--- src/rtl/operand_fetch.sv ---
// operand_fetch: decode -> execute pipeline stage.
// Slot A holds an instruction whose register reads are in flight; slot B is
// the output register. Writeback data is forwarded by snooping the memory
// write port, covering the read-during-write (old data) memory behaviour.
module operand_fetch #(
    parameter int DATA_W = 11,
    parameter int ADRS_W = 11,
    parameter int OP_W   = 5
) (
    input  logic              clk,
    input  logic              reset,
    input  logic              flush,
    input  logic              in_valid,
    output logic              in_ready,
    input  logic [OP_W-1:0]   in_opcode,
    input  logic [ADRS_W-1:0] in_rd,
    input  logic [ADRS_W-1:0] in_rs1,
    input  logic [ADRS_W-1:0] in_rs2,
    input  logic              in_use_rs1,
    input  logic              in_use_rs2,
    output logic              r_en1,
    output logic [ADRS_W-1:0] r_adrs1,
    output logic              r_en2,
    output logic [ADRS_W-1:0] r_adrs2,
    input  logic [DATA_W-1:0] data_out1,
    input  logic [DATA_W-1:0] data_out2,
    input  logic              wb_en,
    input  logic [ADRS_W-1:0] wb_adrs,
    input  logic [DATA_W-1:0] wb_data,
    output logic              out_valid,
    input  logic              out_ready,
    output logic [OP_W-1:0]   out_opcode,
    output logic [ADRS_W-1:0] out_rd,
    output logic [DATA_W-1:0] out_op1,
    output logic [DATA_W-1:0] out_op2
);

    // Slot A
    logic              a_valid;
    logic [OP_W-1:0]   a_opcode;
    logic [ADRS_W-1:0] a_rd;
    logic [ADRS_W-1:0] a_rs1;
    logic [ADRS_W-1:0] a_rs2;
    logic              a_use_rs1;
    logic              a_use_rs2;

    // Slot B source info, kept for the hold-time snoop
    logic [ADRS_W-1:0] b_rs1;
    logic [ADRS_W-1:0] b_rs2;
    logic              b_use_rs1;
    logic              b_use_rs2;

    // Writes that collided with the read issued last cycle
    logic              fwd1_hit;
    logic              fwd2_hit;
    logic [DATA_W-1:0] fwd1_data;
    logic [DATA_W-1:0] fwd2_data;

    logic              b_adv;
    logic              a_adv;
    logic              accept;
    logic [DATA_W-1:0] op1_next;
    logic [DATA_W-1:0] op2_next;

    // Handshake and read-port drive; a stalled slot A re-reads every cycle
    always_comb begin
        b_adv    = !out_valid || out_ready;
        a_adv    = a_valid && b_adv;
        in_ready = !reset && !flush && (!a_valid || a_adv);
        accept   = in_valid && in_ready;
        r_en1    = 1'b0;
        r_en2    = 1'b0;
        r_adrs1  = '0;
        r_adrs2  = '0;
        if (!reset) begin
            if (a_valid && !a_adv) begin
                r_en1   = a_use_rs1;
                r_adrs1 = a_rs1;
                r_en2   = a_use_rs2;
                r_adrs2 = a_rs2;
            end else if (accept) begin
                r_en1   = in_use_rs1;
                r_adrs1 = in_rs1;
                r_en2   = in_use_rs2;
                r_adrs2 = in_rs2;
            end
        end
    end

    // Operand selection for the A->B transfer: live write, then forward, then memory
    always_comb begin
        if (!a_use_rs1)                         op1_next = '0;
        else if (wb_en && wb_adrs == a_rs1)     op1_next = wb_data;
        else if (fwd1_hit)                      op1_next = fwd1_data;
        else                                    op1_next = data_out1;

        if (!a_use_rs2)                         op2_next = '0;
        else if (wb_en && wb_adrs == a_rs2)     op2_next = wb_data;
        else if (fwd2_hit)                      op2_next = fwd2_data;
        else                                    op2_next = data_out2;
    end

    // Slot state, forward registers and output register
    always_ff @(posedge clk) begin
        if (reset) begin
            a_valid    <= 1'b0;
            a_opcode   <= '0;
            a_rd       <= '0;
            a_rs1      <= '0;
            a_rs2      <= '0;
            a_use_rs1  <= 1'b0;
            a_use_rs2  <= 1'b0;
            b_rs1      <= '0;
            b_rs2      <= '0;
            b_use_rs1  <= 1'b0;
            b_use_rs2  <= 1'b0;
            fwd1_hit   <= 1'b0;
            fwd2_hit   <= 1'b0;
            fwd1_data  <= '0;
            fwd2_data  <= '0;
            out_valid  <= 1'b0;
            out_opcode <= '0;
            out_rd     <= '0;
            out_op1    <= '0;
            out_op2    <= '0;
        end else if (flush) begin
            a_valid   <= 1'b0;
            out_valid <= 1'b0;
            fwd1_hit  <= 1'b0;
            fwd2_hit  <= 1'b0;
        end else begin
            fwd1_hit  <= wb_en && r_en1 && (wb_adrs == r_adrs1);
            fwd2_hit  <= wb_en && r_en2 && (wb_adrs == r_adrs2);
            fwd1_data <= wb_data;
            fwd2_data <= wb_data;

            if (accept) begin
                a_valid   <= 1'b1;
                a_opcode  <= in_opcode;
                a_rd      <= in_rd;
                a_rs1     <= in_rs1;
                a_rs2     <= in_rs2;
                a_use_rs1 <= in_use_rs1;
                a_use_rs2 <= in_use_rs2;
            end else if (a_adv) begin
                a_valid <= 1'b0;
            end

            if (a_adv) begin
                out_valid  <= 1'b1;
                out_opcode <= a_opcode;
                out_rd     <= a_rd;
                out_op1    <= op1_next;
                out_op2    <= op2_next;
                b_rs1      <= a_rs1;
                b_rs2      <= a_rs2;
                b_use_rs1  <= a_use_rs1;
                b_use_rs2  <= a_use_rs2;
            end else if (out_valid && out_ready) begin
                out_valid <= 1'b0;
            end else if (out_valid) begin
                if (wb_en && b_use_rs1 && wb_adrs == b_rs1) out_op1 <= wb_data;
                if (wb_en && b_use_rs2 && wb_adrs == b_rs2) out_op2 <= wb_data;
            end
        end
    end

endmodule

--- config.mk ---
export PLATFORM = sky130hd
export DESIGN_NAME = operand_fetch
export DESIGN_NICKNAME = d
export VERILOG_FILES = /design/src/rtl/operand_fetch.sv
export SDC_FILE = /design/constraint.sdc
export NUM_CORES = 1
export LEC_CHECK = 0
export BUFFER_PORTS_ARGS = -buffer_cell sky130_fd_sc_hd__buf_2
export CORE_MARGIN = 2
export CORE_UTILIZATION = 54
export DETAILED_ROUTE_END_ITERATION = 16
export PLACE_DENSITY = 0.81
export SLEW_MARGIN = 20
export SYNTH_ARGS = -nofsm -noshare
export SYNTH_HDL_FRONTEND = slang
export SYNTH_SLANG_ARGS = --single-unit
--- constraint.sdc ---
create_clock -name clk -period 2.2 [get_ports clk]
set_input_delay 0.22 -clock clk [delete_from_list [all_inputs] [get_ports clk]]
set_output_delay 0.22 -clock clk [all_outputs]
set_load 0.02 [all_outputs]
==> results.md <==
* Routed vias/inst at around 5.7
* Commonest non-fill, non-tap cells in the layout: nand2_1 (203), buf_2 (152), dfxtp_1 (117)
* CTS Root Cell: clkbuf_16
* DPL Wire Length at roughly 12,000 um
* Required time of the worst setup path at just under 2 ns
* Reg2reg setup slack at 0.21 ns
* Count of cell types in the netlist at a little over 40
* Dominant synthesized flop cell: dfxtp_1
* Yosys Warn Count at 0
* CP Max Fanout at 19
* Final wirelength at 17,700 um
* GRT Residual Overflow at 0
* Reg-to-reg startpoint: a_rs2[4]
* Worst skew pair latency at 0.41 ns
* CTS buffer count at 17
* DR iter-0 viols at between 400 and 500
* Clk slew on worst S/H paths at around 0.06 ns
* First-pass GRT wire length at 27,100 um
* Drt pass-1 iters at 8
* Cell Pwr Density at between 600 and 700 nW/um2
* Final min period at around 2.1 ns
* Setup CP Type: reg -> out
* Hold Crit Endpoint: a_opcode[2]
* Cts repair resizes at 0
* Crit-path cells: nor4bb_4 > buf_12 > a32oi_1 > buf_4 > inv_1 > buf_2
* Post-synth top area share at about 38%
* Diode count at 0
* Max Freq at ~480 MHz
* Min-delay src: in_opcode[2]
* TritonCTS clock tree: built
* I/O Buffers at 153
* Fin. Hold Viols at 0
* CTS Buffer Depth at 2
* Die height at around 110 um
* CP max stage cell: dfxtp_1
* Final setup vio count at 0
* Final layout net count at just under 1,000
* IO Pins at roughly 150
* Fin crit share at a little over nine tenths
* Mean Syn Cell Area at 8.00 um2
* Combinational family with the most area after synthesis: simple AND/OR/NAND/NOR gates
* R2R cell count at 6
* Die X at ~110 um
* Fin Clk Skew at ~0.009 ns
* Row Count at 38
* Post-DRT Antenna Nets at 0
* Finished Layout Cells at 1,044
* Simple-gate area share of the yosys netlist at 20.4%
* Area share of fa/ha/maj cells after synthesis at 0%
* Register Area at about 2300 um2
* Seq cells post-synth at approximately 120
* Actual slew at the worst max-slew pin at about 0.65 ns
* Most common cell after layout, fill and taps aside: nand2_1
* Share of cells above drive strength 1 at about 27%
* Die area at approximately 12,000 um2
* Vias in the first global route at between 5,000 and 6,000
* Seq/Total Area, Yosys at 38.5%
* Drt wl/cell at roughly 17 um
* Critical path's largest stage delay at 0.41 ns
* Initial core utilization at a little under three fifths
* RePlAce Congestion at between 0.9 and 1
* Pin count of the biggest net entering global routing at 63
* Core area at 10,900 um2
* Area of the mapped netlist at between 6000 and 7000 um2
* Final Max Slew Viols at 0
* Post-CTS setup repair buffer count at 0
* Xor/xnor cell area share of the yosys netlist at 9.99%
* CP arrival at approximately 1.9 ns
* Max Cap Viol at 0
* Main area contributors after synthesis: dfxtp_1 (38%), nand2_1 (13%), a21oi_1 (6.9%)
* Hold WS at around 0.044 ns
* Clock sink total at 117
* Relative slew slack at a little under three fifths
* Synth Area in Compound Gates at 15.5%
* Tot Pwr at between 5 and 6 mW
* Leak at between 3 and 4 nW
* Setup TNS at 0 ns
* R2R Path End: out_op2[7]
* DRC at 0
* Async set-reset flop share out of synthesis at 0%
* Nature of the critical path startpoint: flop
* RSZ-0062 raised after global routing: false
* Worst ir drop on vdd at about 0.51 mV
* CP Capture Type: output port
* Fill count at approximately 940
* Area leader, netlist: dfxtp_1
* Syn Nets at between 800 and 900
* Area grow syn2layout at 23.2%
* Via count at 5,932
* Area of the multi-input gates at between 3000 and 4000 um2
* WHS Path Cells at 3
* H-Tree Depth at 4
* Cells after synthesis at between 700 and 800
* GRT Total Usage at between 20 and 30%
* Status: finished clean
* # hold bufs at CTS at 0
* Initial antenna violation count at 0
* Placed cell count at ~1,000
* Post-synth EDFFs at 0
* Worst min path class: in -> reg
* Mux share of post-synthesis cell area at 8.40%
## metal layers
| metal | global-route usage (%) | share of wire [%] | up-vias |
|---|---|---|---|
| met5 | 0 | 0 | - |
| met4 | 11.6 | 2.1 | 0 |
| met3 | 6.23 | 7.6 | 36 |
| met2 | 49.1 | 49 | 312 |
| met1 | 36.4 | 41 | 2737 |
| li1 | - | - | 2847 |
## Yosys cell counts (13+ instances only)
library cell  count
xnor2_1          40
nand2_1         203
inv_1            33
mux2i_1          14
mux2_2           23
nand3_1          14
dfxtp_1         117
nand4_1          15
clkbuf_1         47
xor2_1           22
a21oi_1          84
a32oi_1          19
nor2_1           14
nor3_1           13
## worst max-delay path by stage
stage,start,cells past startpoint,end
2_1_floorplan,out_valid,6,out_op1[0]
3_3_place_gp,wb_adrs[10],7,out_op2[1]
3_5_place_dp,wb_adrs[10],7,out_op2[7]
4_1_cts,a_valid,6,r_adrs2[3]
5_1_grt,a_valid,6,r_adrs2[5]
6_report,a_valid,6,r_adrs2[3]
## power by group
part | internal (mW) | leakage [nW] | total, mW | switching, mW
clock | 1.50 | 0.259 | 2.45 | 0.956
sequential | 2.18 | 0.949 | 2.22 | 0.0461
combinational | 0.228 | 1.79 | 0.554 | 0.326
## cell type report
class	count	area share, %
inverter	33	1.65
clock inverter	9	0.767
tap	140	2.33
multi-input combinational	546	44.6
sequential	117	31.2
clock buffer	20	6.22
timing repair buffer	179	13.2
## through the flow
stage / util (%) / worst slack [ns] / cell area [um2]
global route: 68.6 / 0.0212 / 7500
detailed placement: 63.6 / 0.200 / 6960
CTS: 68.4 / 0.0600 / 7480
finish: 68.6 / 0.131 / 7500
global placement: 63.6 / 0.239 / 6960
floorplan: - / 0.352 / 6090
## worst max-delay path: cells and delay by family, from the launching register on
| family | cells | cell delay (ns) |
|---|---|---|
| simple gates | 1 | 0.38 |
| buf+inv | 4 | 0.56 |
| flops | 1 | 0.41 |
| compound gates | 1 | 0.09 |
## sequential cells by signal, indices dropped and copies added (netlist names), 11 cells and up
signal,flops
a_rd,11
a_rs1,11
a_rs2,11
b_rs1,11
b_rs2,11
fwd2_data,11
out_op1,11
out_op2,11
out_rd,11
## cells by family after synthesis
family,after synthesis
xor+xnor,66
buf+inv,98
mux,47
compound gates,149
flops,117
simple gates,284
(Power assumes the default switching activity.)
